## config.mk

```make
export PLATFORM = sky130hd
export DESIGN_NAME = snail_seq_gen
export DESIGN_NICKNAME = d
export VERILOG_FILES = /design/src/rtl/snail_pkg.sv /design/src/rtl/snail_down_counter.sv /design/src/rtl/snail_seq_gen.sv
export SDC_FILE = /design/constraint.sdc
export NUM_CORES = 1
export LEC_CHECK = 0
export BUFFER_PORTS_ARGS = -buffer_cell sky130_fd_sc_hd__buf_2
export CAP_MARGIN = 20
export CORE_MARGIN = 4
export CORE_UTILIZATION = 61
export CTS_CLUSTER_SIZE = 40
export DETAILED_ROUTE_END_ITERATION = 8
export MAX_ROUTING_LAYER = met4
export PLACE_DENSITY = 0.95
export SLEW_MARGIN = 20
export SYNTH_ARGS = -nofsm -noshare
export SYNTH_HDL_FRONTEND = slang
export SYNTH_SLANG_ARGS = --single-unit
```

## constraint.sdc

```tcl
create_clock -name clk -period 2.97 [get_ports clk]
set_clock_uncertainty 0.05 [all_clocks]
set_input_delay 0.594 -clock clk [delete_from_list [all_inputs] [get_ports clk]]
set_output_delay 0.594 -clock clk [all_outputs]
set_load 0.005 [all_outputs]
```

## src/rtl/snail_pkg.sv

```systemverilog
// rtl/snail_pkg.sv - shared definitions for the snail serial link
// Purpose: state encodings, idle line level and the length-field width helper
//          used by the pattern transmitter and the detector-side bench.
// Ports:   none (package).
package snail_pkg;

  typedef enum logic [1:0] {
    IDLE  = 2'd0,
    SHIFT = 2'd1,
    GAP   = 2'd2
  } snail_state_t;

  // Level driven on the serial line whenever no pattern bit is being sent.
  localparam logic IDLE_LEVEL = 1'b1;

  // Width of a length field able to hold the values 0..width inclusive.
  function automatic int snail_len_w(input int width);
    return $clog2(width + 1);
  endfunction

  localparam int SNAIL_DEF_WIDTH = 8;
  localparam int SNAIL_DEF_LEN_W = $clog2(SNAIL_DEF_WIDTH + 1);

endpackage

```

## src/rtl/snail_down_counter.sv

```systemverilog
// rtl/snail_down_counter.sv - loadable down-counter with zero flag
// Purpose: holds a count that can be loaded or decremented by one; reports zero.
// Ports:   clk, rst (async, active-high), load/load_val (load wins over dec),
//          dec (decrement by one), count (current value), zero (count == 0).
module snail_down_counter
  import snail_pkg::*;
#(
  parameter int W = 4
) (
  input  logic         clk,
  input  logic         rst,
  input  logic         load,
  input  logic [W-1:0] load_val,
  input  logic         dec,
  output logic [W-1:0] count,
  output logic         zero
);

  always_ff @(posedge clk or posedge rst) begin
    if (rst) begin
      count <= '0;
    end else if (load) begin
      count <= load_val;
    end else if (dec) begin
      count <= count - W'(1);
    end
  end

  assign zero = (count == '0);

endmodule

```

## src/rtl/snail_seq_gen.sv

```systemverilog
// rtl/snail_seq_gen.sv - serial bit-pattern transmitter, MSB first
// Purpose: shifts pattern[len-1:0] onto sd_out one bit per clock, repeats it
//          reps times with GAP_BITS idle-level bits between repetitions.
// Ports:   clk, rst (async, active-high); start, abort, pattern, len, reps in;
//          sd_out (serial line, idle 1), sd_valid (bit present), busy,
//          done (one-cycle pulse after normal completion) out; all registered.
module snail_seq_gen
  import snail_pkg::*;
#(
  parameter int WIDTH    = 8,
  parameter int GAP_BITS = 2,
  parameter int REP_W    = 4
) (
  input  logic                         clk,
  input  logic                         rst,
  input  logic                         start,
  input  logic                         abort,
  input  logic [WIDTH-1:0]             pattern,
  input  logic [$clog2(WIDTH+1)-1:0]   len,
  input  logic [REP_W-1:0]             reps,
  output logic                         sd_out,
  output logic                         sd_valid,
  output logic                         busy,
  output logic                         done
);

  localparam int LEN_W = snail_len_w(WIDTH);
  localparam int IDX_W = (WIDTH > 1) ? $clog2(WIDTH) : 1;
  localparam int GAP_W = (GAP_BITS > 1) ? $clog2(GAP_BITS) : 1;
  // The gap counter runs GAP_BITS-1 .. 0, one idle bit per count.
  localparam logic [GAP_W-1:0] GAP_LOAD = GAP_W'((GAP_BITS > 0) ? GAP_BITS - 1 : 0);

  snail_state_t       state, state_d;
  logic               sd_out_d, sd_valid_d, busy_d, done_d;

  logic [WIDTH-1:0]   pat_q;
  logic [LEN_W-1:0]   len_q;
  logic               capture;

  logic [LEN_W-1:0]   len_eff;
  logic [IDX_W-1:0]   idx_first_in;   // top bit index of the incoming request
  logic [IDX_W-1:0]   idx_first_q;    // top bit index of the captured request
  logic [IDX_W-1:0]   idx_minus1;

  logic               idx_load, idx_dec, idx_zero;
  logic [IDX_W-1:0]   idx_load_val, idx_count;
  logic               gap_load, gap_dec, gap_zero;
  logic [GAP_W-1:0]   gap_count_unused;
  logic               rep_load, rep_dec, rep_zero;
  logic [REP_W-1:0]   rep_load_val, rep_count_unused;

  assign len_eff      = (len > LEN_W'(WIDTH)) ? LEN_W'(WIDTH) : len;
  assign idx_first_in = IDX_W'(len_eff - LEN_W'(1));
  assign idx_first_q  = IDX_W'(len_q - LEN_W'(1));
  assign idx_minus1   = idx_count - IDX_W'(1);
  assign rep_load_val = (reps == '0) ? '0 : reps - REP_W'(1);

  snail_down_counter #(.W(IDX_W)) u_idx_cnt (
    .clk      (clk),
    .rst      (rst),
    .load     (idx_load),
    .load_val (idx_load_val),
    .dec      (idx_dec),
    .count    (idx_count),
    .zero     (idx_zero)
  );

  snail_down_counter #(.W(GAP_W)) u_gap_cnt (
    .clk      (clk),
    .rst      (rst),
    .load     (gap_load),
    .load_val (GAP_LOAD),
    .dec      (gap_dec),
    .count    (gap_count_unused),
    .zero     (gap_zero)
  );

  snail_down_counter #(.W(REP_W)) u_rep_cnt (
    .clk      (clk),
    .rst      (rst),
    .load     (rep_load),
    .load_val (rep_load_val),
    .dec      (rep_dec),
    .count    (rep_count_unused),
    .zero     (rep_zero)
  );

  always_ff @(posedge clk or posedge rst) begin
    if (rst) begin
      state    <= IDLE;
      sd_out   <= IDLE_LEVEL;
      sd_valid <= 1'b0;
      busy     <= 1'b0;
      done     <= 1'b0;
      pat_q    <= '0;
      len_q    <= '0;
    end else begin
      state    <= state_d;
      sd_out   <= sd_out_d;
      sd_valid <= sd_valid_d;
      busy     <= busy_d;
      done     <= done_d;
      if (capture) begin
        pat_q <= pattern;
        len_q <= len_eff;
      end
    end
  end

  // Outputs are computed one cycle ahead: sd_out_d is the bit that will be on
  // the line during the next cycle.
  always_comb begin
    state_d      = state;
    sd_out_d     = IDLE_LEVEL;
    sd_valid_d   = 1'b0;
    busy_d       = busy;
    done_d       = 1'b0;
    capture      = 1'b0;
    idx_load     = 1'b0;
    idx_load_val = idx_first_q;
    idx_dec      = 1'b0;
    gap_load     = 1'b0;
    gap_dec      = 1'b0;
    rep_load     = 1'b0;
    rep_dec      = 1'b0;

    case (state)
      IDLE: begin
        busy_d = 1'b0;
        if (start && !abort) begin
          capture  = 1'b1;
          rep_load = 1'b1;
          if (len_eff != '0) begin
            state_d      = SHIFT;
            idx_load     = 1'b1;
            idx_load_val = idx_first_in;
            sd_out_d     = pattern[idx_first_in];
            sd_valid_d   = 1'b1;
            busy_d       = 1'b1;
          end else begin
            // Empty request completes immediately without touching the line.
            done_d = 1'b1;
          end
        end
      end

      SHIFT: begin
        if (abort) begin
          state_d = IDLE;
          busy_d  = 1'b0;
        end else if (!idx_zero) begin
          idx_dec    = 1'b1;
          sd_out_d   = pat_q[idx_minus1];
          sd_valid_d = 1'b1;
        end else if (!rep_zero) begin
          rep_dec = 1'b1;
          if (GAP_BITS > 0) begin
            state_d  = GAP;
            gap_load = 1'b1;
          end else begin
            // Back-to-back repetition: restart at the top bit with no bubble.
            idx_load   = 1'b1;
            sd_out_d   = pat_q[idx_first_q];
            sd_valid_d = 1'b1;
          end
        end else begin
          state_d = IDLE;
          busy_d  = 1'b0;
          done_d  = 1'b1;
        end
      end

      GAP: begin
        if (abort) begin
          state_d = IDLE;
          busy_d  = 1'b0;
        end else if (gap_zero) begin
          state_d    = SHIFT;
          idx_load   = 1'b1;
          sd_out_d   = pat_q[idx_first_q];
          sd_valid_d = 1'b1;
        end else begin
          gap_dec = 1'b1;
        end
      end

      default: begin
        state_d = IDLE;
        busy_d  = 1'b0;
      end
    endcase
  end

endmodule

```

==> summary.md <==
| Metric | Value |
|---|---|
| Worst vdd ir | `0.638 mV` |
| Placed cells | `~220` |
| CP Data Arrival Time | `2.57 ns` |
| Final Hold Fails | `0` |
| RR Startpoint | `u_idx_cnt.count[0]$_DFFE_PP0P_` |
| Worst-path maximum fanout | `7` |
| Fin. max-slew vios | `0` |
| Share of post-route cells with drive strength above 1 | `0.267` |
| # rows | `18` |
| Max Cap Violations | `0` |
| Hold Buf Count CTS | `0` |
| Element type at the critical path end | `register` |
| Slew margin rel. | `0.380` |
| Initial antenna violation count | `0` |
| Layout Cells excl Fill | `between 200 and 250` |
| Io pins | `24` |
| Detail Route Antenna Nets | `0` |
| Routability cong. | `1.01` |
| CTS H-Tree Depth | `1` |
| Sequential share of the synthesized area | `0.376` |
| Most frequent cells after synthesis | `dfrtp_1 (24), nand2_1 (15), inv_1 (12)` |
| GR Util All Layers | `0.208` |
| Initial Utilization | `0.655` |
| Ant. Diodes | `0` |
| CTS Buffer Depth | `2` |
| Vias per cell | `just under 6` |
| Most common flop cell mapped by yosys | `dfrtp_1` |
| Synthesis warning total | `0` |
| Leak | `a little over 0.8 nW` |
| Clock transition at the registers of the reported paths | `0.13 ns` |
| Asr flop ratio synth | `1.00` |
| Unrepaired setup endpoints after global routing | `no` |
| Cell type with the largest total area after synthesis | `dfrtp_1` |
| Kind of critical path | `in -> reg` |
| Full die area | `0.00363 sq mm` |
| Fillers | `between 150 and 200` |
| Die X | `60.3 um` |
| Final setup vio count | `0` |
| Syn avg cell area | `9.92 sq um` |
| Number of CTS-inserted buffers | `3` |
| FF-to-FF End | `state[1]$_DFFE_PP0P_` |
| Via count | `between 1000 and 1500` |
| Count leader, synth | `dfrtp_1` |
| Fmax | `420 MHz` |
| Worst hold-check path type | `in -> async` |
| Synth cell types | `44` |
| Post-Syn Nets | `between 150 and 200` |
| Mapped cell area | `between 0.0015 and 0.002 sq mm` |
| Clk_lat worst skew | `0.31 ns` |
| EDFF count, synth | `0` |
| Die H | `about 60 um` |
| HPWL Detailed | `2650 um` |
| Crit start category | `primary input` |
| First-pass iteration count of the detailed router | `4` |
| Yosys top cell area share | `0.360` |
| Core ar. | `0.00254 sq mm` |
| Vias in the first global route | `about 1300` |
| R2R depth | `6` |
| Post-synthesis register bit count | `25` |
| Setup TNS | `0 ns` |
| DR DRC count | `0` |
| CTS resizes | `0` |
| Nets | `221` |
| Status | `finished clean` |
| Initial drt markers | `27` |
| Post-route clock period utilization | `0.802` |
| CTS tree | `done` |
| Grt total ovfl | `0` |
| Port-buffer cells | `23` |
| Wirelength per Cell | `14.6 um` |
| DRT Wirelength | `3220 um` |
| Pwr Density | `roughly 890 mW/mm^2` |
| Clk root buf | `clkbuf_4` |
| Top cells by area, synth | `dfrtp_1 (36%), mux2_2 (7.4%), ha_1 (6.8%)` |
| CTS sink cnt | `25` |
| Growth of design area from synthesis to finish | `9.46%` |
| Reg2Reg Setup Slack | `approximately 0.84 ns` |
| Crit path time final | `2.38 ns` |
| Post-Synthesis Cells | `168` |
| CP required | `3.16 ns` |
| Largest net degree at the start of global routing | `26` |
| # Post-CTS Setup Buffers | `0` |
| Global-route wire length before repair | `~5500 um` |
| Worst-Margin Slew | `0.928 ns` |
==> placed cells by master (no fill, tap or decap), drive strengths merged, types with 7 or more instances in the layout <==
master  count
buf        24
nand2b      7
ha          9
dfrtp      24
mux2i       7
nor2       10
nand2      16
a21oi      11
nor3       10
inv        13
mux2       12
==> worst max path at each step <==
stage	from	endpoint	depth (start not counted)
6_report	len[3]	sd_out$_DFF_PP1_	9
5_1_grt	len[0]	sd_out$_DFF_PP1_	9
4_1_cts	len[3]	sd_out$_DFF_PP1_	9
3_5_place_dp	len[3]	sd_out$_DFF_PP1_	9
3_3_place_gp	len[0]	sd_out$_DFF_PP1_	9
2_1_floorplan	len[0]	sd_out$_DFF_PP1_	9
==> cell type report <==
cell class | count | area [sq um] | share of cell area
timing repair buffer | 24 | 123 | 0.0672
clock buffer | 4 | 26.3 | 0.0144
inverter | 13 | 48.8 | 0.0267
tap | 30 | 37.5 | 0.0206
sequential | 25 | 627 | 0.344
multi-input combinational | 125 | 962 | 0.527
==> sequential cells by signal (all words and copies together), names as in the netlist <==
register,cells
u_gap_cnt.count,1
u_idx_cnt.count,3
done,1
u_rep_cnt.count,4
len_q,3
state,2
sd_out,1
sd_valid,1
pat_q,8
busy,1
==> power by group <==
part	total (W)	internal, W	switching [W]
Clock	0.000148	0.0000525	0.0000953
Combinational	0.000838	0.000456	0.000383
Sequential	0.000631	0.000503	0.000127
Total	0.00162	0.00101	0.000605
==> layer usage <==
| layer | wire length (um) | track usage |
|---|---|---|
| met5 | 0 | - |
| met4 | 55 | 0.0633 |
| met3 | 128 | 0.0281 |
| met2 | 1670 | 0.366 |
| met1 | 1360 | 0.244 |
==> cells by family (layout without fill, tap and decap cells) <==
family                     after synthesis  after routing  synth area share
DFF                                     25             25             0.376
buffers and inverters                   18             41            0.0465
and+or+nand+nor                         56             56             0.176
muxes                                   23             23             0.179
AOI/OAI and AO/OA                       30             30             0.118
xor gates and xnor gates                 7              7            0.0368
adders and majority gates                9              9            0.0676
==> critical path: stages <==
cell and delay [ns]:
buf_2 0.13, nor2b_1 0.18, inv_1 0.13, ha_1 0.40, nand2b_1 0.16, o22ai_1 0.09, or4_1 0.54, a221oi_2 0.22
o32ai_1 0.12
==> metrics by stage <==
step	hold slack, ns	power [W]	setup slack [ns]	utilization	area, sq um
floorplan	0.400	0.00129	0.522	-	1670
global placement	0.416	0.00144	0.339	0.706	1800
detailed placement	0.441	0.00148	0.258	0.706	1800
CTS	0.440	0.00163	0.603	0.717	1820
global route	0.456	0.00175	0.435	0.717	1820
finish	0.416	0.00162	0.589	0.717	1820
Note: power is estimated with default switching activity, not from simulation.
